File: src/rtl/flash_op_arbiter.sv
// rtl/flash_op_arbiter.sv - round-robin arbiter for the shared flash-controller operation port
module flash_op_arbiter #(
  parameter int N_REQ       = 4,
  parameter int PAGE_W      = 17,
  parameter int ACK_TIMEOUT = 64
) (
  input  logic                    clk,
  input  logic                    rst_n,
  input  logic [N_REQ-1:0]        req_valid,
  input  logic [3*N_REQ-1:0]      req_op_type,
  input  logic [3*N_REQ-1:0]      req_target,
  input  logic [PAGE_W*N_REQ-1:0] req_page,
  output logic [N_REQ-1:0]        req_grant,
  output logic [N_REQ-1:0]        req_done,
  output logic [N_REQ-1:0]        req_error,
  output logic                    op_en,
  output logic [2:0]              op_type,
  output logic [2:0]              op_target,
  output logic [PAGE_W-1:0]       op_page,
  input  logic                    controller_rb_l,
  output logic                    arb_busy
);

  localparam int PTR_W = $clog2(N_REQ);
  localparam int CNT_W = $clog2(ACK_TIMEOUT) + 1;
  localparam logic [CNT_W-1:0] CNT_LAST = CNT_W'(ACK_TIMEOUT - 1);
  localparam logic [PTR_W-1:0] PTR_LAST = PTR_W'(N_REQ - 1);

  typedef enum logic [2:0] {
    S_IDLE,
    S_ISSUE,
    S_WAIT_ACK,
    S_WAIT_DONE,
    S_RELEASE
  } state_t;

  state_t           state, state_nxt;
  logic             rb_meta, rb_s;
  logic [PTR_W-1:0] ptr, win, pick;
  logic             found;
  logic [CNT_W-1:0] cnt;
  logic             err;
  logic [N_REQ-1:0] win_oh;

  // Two-flop synchronizer for the controller ready/busy line; idles "ready".
  always_ff @(posedge clk or negedge rst_n) begin
    if (!rst_n) begin
      rb_meta <= 1'b1;
      rb_s    <= 1'b1;
    end else begin
      rb_meta <= controller_rb_l;
      rb_s    <= rb_meta;
    end
  end

  // Round-robin search starting at ptr; first valid requester found wins.
  always_comb begin : pick_search
    logic [PTR_W-1:0] sel;
    pick  = '0;
    found = 1'b0;
    sel   = '0;
    for (int k = 0; k < N_REQ; k++) begin
      sel = PTR_W'((int'(ptr) + k) % N_REQ);
      if (!found && req_valid[sel]) begin
        found = 1'b1;
        pick  = sel;
      end
    end
  end

  // State register.
  always_ff @(posedge clk or negedge rst_n) begin
    if (!rst_n) state <= S_IDLE;
    else        state <= state_nxt;
  end

  // Next-state logic.
  always_comb begin
    state_nxt = state;
    case (state)
      S_IDLE:      if (found && rb_s) state_nxt = S_ISSUE;
      S_ISSUE:     state_nxt = S_WAIT_ACK;
      S_WAIT_ACK: begin
        if (!rb_s)                 state_nxt = S_WAIT_DONE;
        else if (cnt == CNT_LAST)  state_nxt = S_RELEASE;
      end
      S_WAIT_DONE: if (rb_s) state_nxt = S_RELEASE;
      S_RELEASE:   state_nxt = S_IDLE;
      default:     state_nxt = S_IDLE;
    endcase
  end

  // Winner/field latch, ack-timeout counter, error flag and round-robin pointer.
  always_ff @(posedge clk or negedge rst_n) begin
    if (!rst_n) begin
      win       <= '0;
      ptr       <= '0;
      cnt       <= '0;
      err       <= 1'b0;
      op_type   <= '0;
      op_target <= '0;
      op_page   <= '0;
    end else begin
      case (state)
        S_IDLE: begin
          if (found && rb_s) begin
            win       <= pick;
            op_type   <= req_op_type[3*int'(pick) +: 3];
            op_target <= req_target[3*int'(pick) +: 3];
            op_page   <= req_page[PAGE_W*int'(pick) +: PAGE_W];
          end
        end
        S_ISSUE: begin
          cnt <= '0;
          err <= 1'b0;
        end
        S_WAIT_ACK: begin
          if (rb_s) begin
            if (cnt == CNT_LAST) err <= 1'b1;
            if (cnt != '1)       cnt <= cnt + 1'b1;
          end
        end
        S_RELEASE: begin
          ptr <= (win == PTR_LAST) ? '0 : win + 1'b1;
        end
        default: ;
      endcase
    end
  end

  // Per-requester outputs decoded from the registered state and winner.
  always_comb begin
    win_oh    = N_REQ'(1) << win;
    op_en     = (state == S_ISSUE);
    arb_busy  = (state != S_IDLE);
    req_grant = arb_busy ? win_oh : '0;
    req_done  = (state == S_RELEASE && !err) ? win_oh : '0;
    req_error = (state == S_RELEASE &&  err) ? win_oh : '0;
  end

endmodule
File: config.mk
export PLATFORM = sky130hd
export DESIGN_NAME = flash_op_arbiter
export DESIGN_NICKNAME = d
export VERILOG_FILES = /design/src/rtl/flash_op_arbiter.sv
export SDC_FILE = /design/constraint.sdc
export NUM_CORES = 1
export LEC_CHECK = 0
export ABC_AREA = 1
export CORE_ASPECT_RATIO = 1.5
export CORE_MARGIN = 2
export CORE_UTILIZATION = 46
export CTS_CLUSTER_SIZE = 14
export DETAILED_ROUTE_END_ITERATION = 7
export GPL_ROUTABILITY_DRIVEN = 0
export GPL_TIMING_DRIVEN = 0
export PLACE_DENSITY = 0.87
export SLEW_MARGIN = 20
export SYNTH_ARGS = -nofsm -noshare
export SYNTH_HDL_FRONTEND = slang
export SYNTH_SLANG_ARGS = --single-unit
File: constraint.sdc
create_clock -name clk -period 3 [get_ports clk]
set_input_delay 0.6 -clock clk [delete_from_list [all_inputs] [get_ports clk]]
set_output_delay 0.6 -clock clk [all_outputs]
set_load 0.01 [all_outputs]
==> flow_summary.yaml <==
yosys:
  avgSynthCellArea_um2: 6.63
  netlist_area_um2: 3050
  ys_ff_latch: 40
  yosysWarnings: 0
  ys_types: 33
  synthTopCellsByArea: "dfrtp_1 (31%), nand2_1 (19%), nand3_1 (11%)"
  seq_area_frac_synth_pct: 32.9
  syn_nets: 563
  syn_inst: 459
  synth_top_area_cell: "dfrtp_1"
  synth_top_area_share_pct: 31.2
sta:
  worstMarginPinSlew_ns: 0.578
  finalClockSkew_ns: 0.00860
  rsz0062_at_grt: "false"
  slew_headroom_pct: 61.3
  fin_crit_sh_pct: 85.1
  maxSlewViolCount: 0
  min_period_ns: 2.55
  finalSetupViolations: 0
  max_freq_ghz: 0.392
  setup_tns_ns: 0
  hold_violations: 0
clock_network:
  cts_tree: "yes"
  insertion_delay_ns: 0.29
  root_buffer: "clkbuf_8"
  cts_htree_levels: 2
  ctsResizeCount: 0
  numClockSinks: 40
  cts_hold_buf: 0
  postCtsSetupRepairBufs: 0
  clkTransAtPathRegs_ns: 0.08
  cts_buffers: 5
  clk_path_buf_depth: 2
pwr:
  powerDensity_nw_per_um2: 952
  sequentialPowerShare_pct: 20.8
  combPwrFrac_pct: 70.4
  vdd_drop_max_mv: 0.696
  power_switching_uw: 2110
  cell_internal_pwr_uw: 2270
  clockPowerShare_pct: 8.8
  swShare_pct: 48.1
  leakage_uw: 0.00230
run:
  maxCapViolations: 0
setup_path:
  worstSetupPathType: "reg2out"
  r2r_end: "op_page[13]$_DFFE_PN0P_"
  ff2ff_path_depth: 13
  cp-endpoint: "req_error[0]"
  cp-start-kind: "flop"
  r2r_slack_ns: 1.02
  required_ns: 2.40
  cp-end-kind: "primary output"
  cp-startpoint: "state[0]$_DFFE_PN0P_"
  crit_arrival_ns: 1.95
  cp_max_fo: 6
  r2r_start: "ptr[0]$_DFFE_PN0N_"
finish:
  regArea_um2: 1000
  layout.cells.most_common_list: "nand2_1 (152), clkdlybuf4s50_1 (134), inv_1 (74)"
  final_common_cell: "nand2_1"
  area_growth_syn_to_layout_pct: 51.2
  num-fill-cells: 535
  multi_input_area_um2: 1600
  num_antenna_cells: 0
  fin_area_um2: 4600
  layout.nets: 706
  layout-drive-gt1-share_pct: 10.6
grt:
  grt_start_max_net_pins: 31
  grt_pass1_vias: 3219
  grt-ovfl-total: 0
  antenna_found_initial: 0
  grt_usage_pct: 24.5
  grt_pass1_wl_um: 14700
detailed_routing:
  drt_pass1_iterations: 4
  routedWlPerCell_um: 13.0
  route.detailed.drc: 0
  vias: 3300
  detail-route-antenna-nets: 0
  drtIter0Drc: 130
  wirelength_um: 8840
  via_per_inst: 4.86
floorplan:
  core_area_um2: 6440
  fp.dieW_um: 70.4
  boundaryPins: 136
  placementRows: 36
  initial_core_util_pct: 47.3
  die_area_um2: 7300
  die_h_um: 104
place:
  hpwlAfterDp_um: 7180
  post_dp_cell_area_um2: 4510
  port_buffers: 135
hold_path:
  hp-class: "in2async"
outcome:
  outcome: "finished clean"
[critical path, stage by stage (launching register included)]
cell	delay (ns)
dfrtp_1	0.40
nor2_1	0.10
inv_1	0.06
nor2_1	0.25
nand2_1	0.18
nor2_1	0.13
clkdlybuf4s50_1	0.54
[routing by layer]
layer	vias up	track usage (%)	routed length, um
li1	1688	-	-
met1	1485	28.3	3370
met2	109	45.6	4810
met3	18	3.02	434
met4	0	8.10	225
met5	-	0	0
[sequential cells by signal, summed over array words and instances, names as in the netlist]
register / count
cnt: 7
win: 2
rb_meta: 1
rb_s: 1
op_type: 3
state: 3
err: 1
op_target: 3
ptr: 2
op_page: 17
[Yosys cell counts, drive strengths merged]
cell / instances
nand4: 1
o21ai: 5
nand3: 68
a22o: 1
nand2: 173
o32ai: 1
o21bai: 1
a21oi: 9
nand3b: 5
dfstp: 2
a31oi: 1
inv: 77
nor2: 29
a211oi: 1
nor3: 3
nor3b: 1
dfrtp: 38
buf: 17
ha: 5
or2: 21
[worst min path at each step]
stage | start | endpoint | depth (start not counted)
3_5_place_dp | rb_meta$_DFF_PN1_ | rb_s$_DFF_PN1_ | 0
4_1_cts | rst_n | cnt[5]$_DFFE_PN0P_ | 1
6_report | rst_n | cnt[5]$_DFFE_PN0P_ | 1
5_1_grt | rst_n | cnt[5]$_DFFE_PN0P_ | 1
3_3_place_gp | rb_meta$_DFF_PN1_ | rb_s$_DFF_PN1_ | 0
2_1_floorplan | rst_n | cnt[0]$_DFFE_PN0P_ | 0
[cell type report]
cell class,instances,share of cell area (%)
inverter,77,6.28
clock inverter,2,0.326
multi-input combinational,325,34.8
timing repair buffer,136,29.7
clock buffer,6,1.79
sequential,40,21.8
buffer,17,3.26
tap,76,2.07
[per-stage QoR]
stage	setup slack (ns)	total power (uW)	hold WS, ns	std cells	util [%]
6_report	0.447	4380	0.177	679	71.5
5_1_grt	0.315	4760	0.180	679	71.5
4_1_cts	0.435	4400	0.176	679	71.5
3_5_place_dp	0.412	4000	0.361	671	70.0
3_3_place_gp	0.308	3890	0.354	670	69.7
2_1_floorplan	1.15	2950	0.304	459	-
[kinds of logic (layout without fill, tap and decap cells)]
logic type / count (synthesis) / count (layout) / synth area share (%)
and+or+nand+nor: 301 / 301 / 46.9
buffers and inverters: 94 / 238 / 14.4
DFF: 40 / 40 / 32.9
AOI/OAI and AO/OA: 19 / 19 / 3.70
adders and majority gates: 5 / 5 / 2.05
[power groups by stage]
stage,combinational (uW),clock (uW),sequential (uW)
2_1_floorplan,1980,0,963
3_3_place_gp,2980,0,908
3_5_place_dp,3080,0,917
4_1_cts,3100,392,909
5_1_grt,3410,418,937
6_report,3090,383,912
No activity file was read; power rests on OpenSTA's default activity.
==> RTL edit 1: new RTL, config.mk and constraints unchanged <==
Re-encode `state_t` (5 states) as one-hot, 5 bits wide.
--- a/src/rtl/flash_op_arbiter.sv
+++ b/src/rtl/flash_op_arbiter.sv
@@ -27,10 +27,10 @@
   localparam logic [PTR_W-1:0] PTR_LAST = PTR_W'(N_REQ - 1);
 
-  typedef enum logic [2:0] {
-    S_IDLE,
-    S_ISSUE,
-    S_WAIT_ACK,
-    S_WAIT_DONE,
-    S_RELEASE
+  typedef enum logic [4:0] {
+    S_IDLE      = 5'b00001,
+    S_ISSUE     = 5'b00010,
+    S_WAIT_ACK  = 5'b00100,
+    S_WAIT_DONE = 5'b01000,
+    S_RELEASE   = 5'b10000
   } state_t;
 
Formal check against the unedited RTL: same outputs for any inputs over 4 cycles, from zero or initial values and one cycle with rst_n low; so few cycles prove little.
==> RTL edit 1 against the unedited design <==
- setup slack got worse by 230 ps
- area after synthesis rose by 5.1%
- total power rose by 11%
- register-to-register slack got worse by 90 ps
- first-iteration DRC count rose by 22%
- sequential cell count rose by 2
- cell area rose by 4.1%
- die area rose by 4.9%
- sequential power rose by 2.9%
- routed wire length rose by 3.9%
- synthesized cell count rose by 4.4%
- largest cell class unchanged
==> RTL edit 1: results (changes against the unedited design) <==
Vias=3,524 (+6.8%); Avg WL per Cell=13.10 um (+0.63%); commonest cells in the synthesized netlist=nand2_1, inv_1, dfrtp_1; Port Buffers=135 (unchanged); YS warnings=0 (unchanged); status=finished clean; largest net degree at the start of global routing=23 (-26%); relative slew slack=0.6212 (+0.008381); Largest regs=op_page: 17 flops, cnt: 7 flops, state: 5 flops; Num CTS Buffers=5 (unchanged); vias in the first global route=3,594 (+12%); Synthesized Nets=583 (+3.6%); Power Total=4.866 mW (+11%); Critical Path AT=2180 ps (+230 ps); PostCTS Resize Cnt=0 (unchanged); prevailing post-synth register cell=dfrtp_1; Clk Tree Root Cell=clkbuf_8; clock latency on the worst-skew pair=300 ps; initial antenna violation count=0 (unchanged); Min-Delay Path Class=in2async; Post-Place Cells=693 (+3.3%); Seq/Total Area, Yosys=0.3294 (about the same); Clock Skew=15.57 ps (+6.964 ps); first-pass GRT wire length=15,480 um (+5.6%); Final nets=726 (+2.8%); clk slew on worst S/H paths=90 ps; Synth area leaders=dfrtp_1, nand2_1, inv_1; TritonRoute pass-1 iters=4 (unchanged); # diodes=0 (unchanged); GR Util All Layers=0.2534 (+0.008241); share of cells above drive strength 1=0.1204 (+0.01425); sw frac=0.4949 (+0.01363); Crit Path Max Fanout=5 (-1); maximum vdd drop=0.8705 mV (+25%); # Post-CTS Setup Buffers=0 (unchanged); CTS H-tree depth=2 (unchanged); Routed WL=9180 um (+3.9%); initial detailed-routing violation count=158 (+22%); post-synthesis async set-or-reset flop share=1.000 (unchanged); leakage power total=2.473 nW (+7.7%); dpl hpwl=7543 um (+5.0%); Synth Area per Inst=6.684 um^2 (+0.75%); Netlist cell types=35 (+6.1%); Max Root-Sink Buffers=2 (unchanged)
RTL edit 1: final cells by class:
cell class                 count  area, um^2
sequential                    42        1055
clock buffer                   5       68.82
tap                           78       97.59
timing repair buffer         136        1374
buffer                        17       150.1
inverter                      93       356.6
clock inverter                 3       45.04
multi-input combinational    327        1645
fill                         576        2013
RTL edit 1: critical path, cell delays in order (launching register included):
cell and delay (ps):
dfrtp_1 410, nor2_1 140, inv_1 90, nor4_2 430, inv_1 210, nand2_1 100
inv_1 40, clkdlybuf4s50_1 470
RTL edit 1: per-layer routing:
layer  share of wire  track usage
met4           0.028       0.1065
met2            0.56       0.4823
met5               0            0
met3           0.050      0.04645
met1            0.36       0.2608
RTL edit 1: cell families after synthesis:
kind of cell               synth area share
AOI/OAI and AO/OA                   0.09379
adders and majority gates           0.01954
buffers and inverters                0.1583
DFF                                  0.3294
and+or+nand+nor                      0.3990
RTL edit 1: per-stage QoR:
stage,instance area [um^2],worst slack (ps)
4_1_cts,4787,68.15
3_5_place_dp,4673,410.7
2_1_floorplan,3202,1081
3_3_place_gp,4651,296.8
5_1_grt,4792,28.77
6_report,4792,217.4
RTL edit 1: worst paths after layout:
kind,startpoint,slack [ps],to,cells past startpoint
setup / recovery,state[2],220,req_grant[1],7
hold / removal,rst_n,270,cnt[3],1
setup reg to reg,ptr[0],930,op_page[11],14
hold reg to reg,rb_meta,360,rb_s,0
max in group asynchronous,rst_n,2140,state[0],2
min in group clk,rb_meta,360,rb_s,0
RTL edit 1: power groups by stage:
stage / registers, mW / clock network [mW] / logic [mW]
floorplan: 0.980 / 0 / 2.31
global placement: 0.934 / 0 / 3.34
detailed placement: 0.943 / 0 / 3.46
CTS: 0.936 / 0.461 / 3.48
global route: 0.961 / 0.483 / 3.86
finish: 0.938 / 0.458 / 3.47
==> RTL edit 2: new RTL, config.mk and constraints unchanged <==
Without the edit above. Change the parameter `PAGE_W` from 17 to 25.
--- a/src/rtl/flash_op_arbiter.sv
+++ b/src/rtl/flash_op_arbiter.sv
@@ -2,5 +2,5 @@
 module flash_op_arbiter #(
   parameter int N_REQ       = 4,
-  parameter int PAGE_W      = 17,
+  parameter int PAGE_W      = 25,
   parameter int ACK_TIMEOUT = 64
 ) (
Interface: changed (resized op_page and req_page); port bits go from 136 to 176. No check against the original RTL was run, so the function may have changed too.
==> RTL edit 2 against the unedited design <==
- cell area is 22% higher
- hold slack better by 48 ps
- fmax is 2.2% higher
- area after synthesis is 16% higher
- global-route usage is 4.1 points higher
- sequential share of layout area is 0.33 points lower
- utilization is 2.6 points higher
- sequential cell count is 8 higher
- total power is 22% higher
- routed wire length is 33% higher
- clock skew is 4.8 ps lower
- setup slack better by 54 ps
- die area is 16% higher
- via count is 28% higher
==> RTL edit 2: results (changes against the unedited design) <==
Netlist cell types=32 (-3.0%); final-layout clock buffer total=5 (-1); maximum vdd drop=0.6568 mV (-5.6%); GR Util All Layers=0.2857 (+0.04052); area of the multi-input gates=1794 um^2 (+12%); Largest regs=op_page: 25 flops, cnt: 7 flops; Final nets=888 (+26%); worst slack, placed=321.8 ps (-89.74 ps); Seq group=1.09 mW (+20%); Seq/Total Area, Yosys=0.3396 (+0.01007); Synthesized Nets=705 (+25%); final core occ=0.7413 (+0.02643); Crit Path Max Fanout=6 (unchanged); Final clock-cell share=0.02990 (+0.008708); P per Cell Area=954.6 nW/um^2 (+0.31%); Fin Hold WS=224.8 ps (+47.61 ps); Critical Path AT=1900 ps (-50 ps); combinational power=3.62 mW (+17%); post-synthesis adder-cell area fraction=0.01765 (-0.002893); largest net degree at the start of global routing=34 (+9.7%); GR Util met1=0.3149 (+0.03241); Clock Skew=3.823 ps (-4.782 ps); compound-cell area share of the yosys netlist=0.08754 (+0.05056); #MultiIn Comb=392 (+21%); share of cells above drive strength 1=0.06906 (-0.03708); dpl hpwl=9317 um (+30%); buffering overhead=0.3419 (+0.01254); FF-to-FF setup slack=810 ps (-210 ps); Clk Tree Root Cell=clkbuf_16; R2R depth=12 (-1); commonest cells in the synthesized netlist=nand2_1, inv_1, nand3_1; TritonRoute pass-1 iters=5 (+1); reg2reg end=op_page[21]; Signal buffers=200 (+31%); Non-clk invs=105 (+36%); routed vias/inst=4.957 (+2.0%); initial detailed-routing violation count=197 (+52%); CTS H-tree depth=2 (unchanged); status=finished clean; cells after synthesis=569 (+24%); Synth area leaders=dfrtp_1, nand2_1, inv_1; met1 WL=4359 um (+30%); area of placed instances=5439 um^2 (+21%); net switching power=2.614 mW (+24%); xor/xnor share of the synthesized area=0.002471 (+0.002471); Avg WL per Cell=13.74 um (+5.6%); Seq area share=0.2147 (-0.003251); die footprint=8439 um^2 (+16%); routed wl met2=6225 um (+29%); leakage power total=2.850 nW (+24%); Port Buffers=175 (+30%); first-pass GRT wire length=18,680 um (+27%); r2r startpoint=ptr[0]; met3 usage=0.07964 (+0.04948); Post-Place Cells=847 (+26%); clock latency on the worst-skew pair=290 ps (about the same)
[RTL edit 2: cell types whose count changed after synthesis, sizes merged, moves of 4 or more]
cell	before	now
or2	21	1
o21ai	5	50
nand3	68	54
inv	77	105
nand4	1	17
dfrtp	38	46
nand2	173	214
buf	17	21
nand3b	5	0
nor2	29	35
[RTL edit 2: how the worst max path moves through the flow]
| stage | startpoint | end | slack, ps | cells after the start |
|---|---|---|---|---|
| floorplan | req_valid[3] | op_page[14] | 1120 | 12 |
| global placement | rst_n | op_page[9] | 10 | 1 |
| detailed placement | req_valid[0] | op_page[1] | 320 | 12 |
| CTS | state[1] | req_error[0] | 510 | 6 |
| global route | state[1] | req_error[0] | 390 | 6 |
| finish | state[1] | req_done[1] | 500 | 6 |
[RTL edit 2: logic make-up (layout without fill, tap and decap cells)]
kind of cell	after synthesis	after routing
fa+ha+maj	5	5
flops	48	48
compound gates	60	60
simple gates	326	326
buf+inv	129	313
xor+xnor	1	1
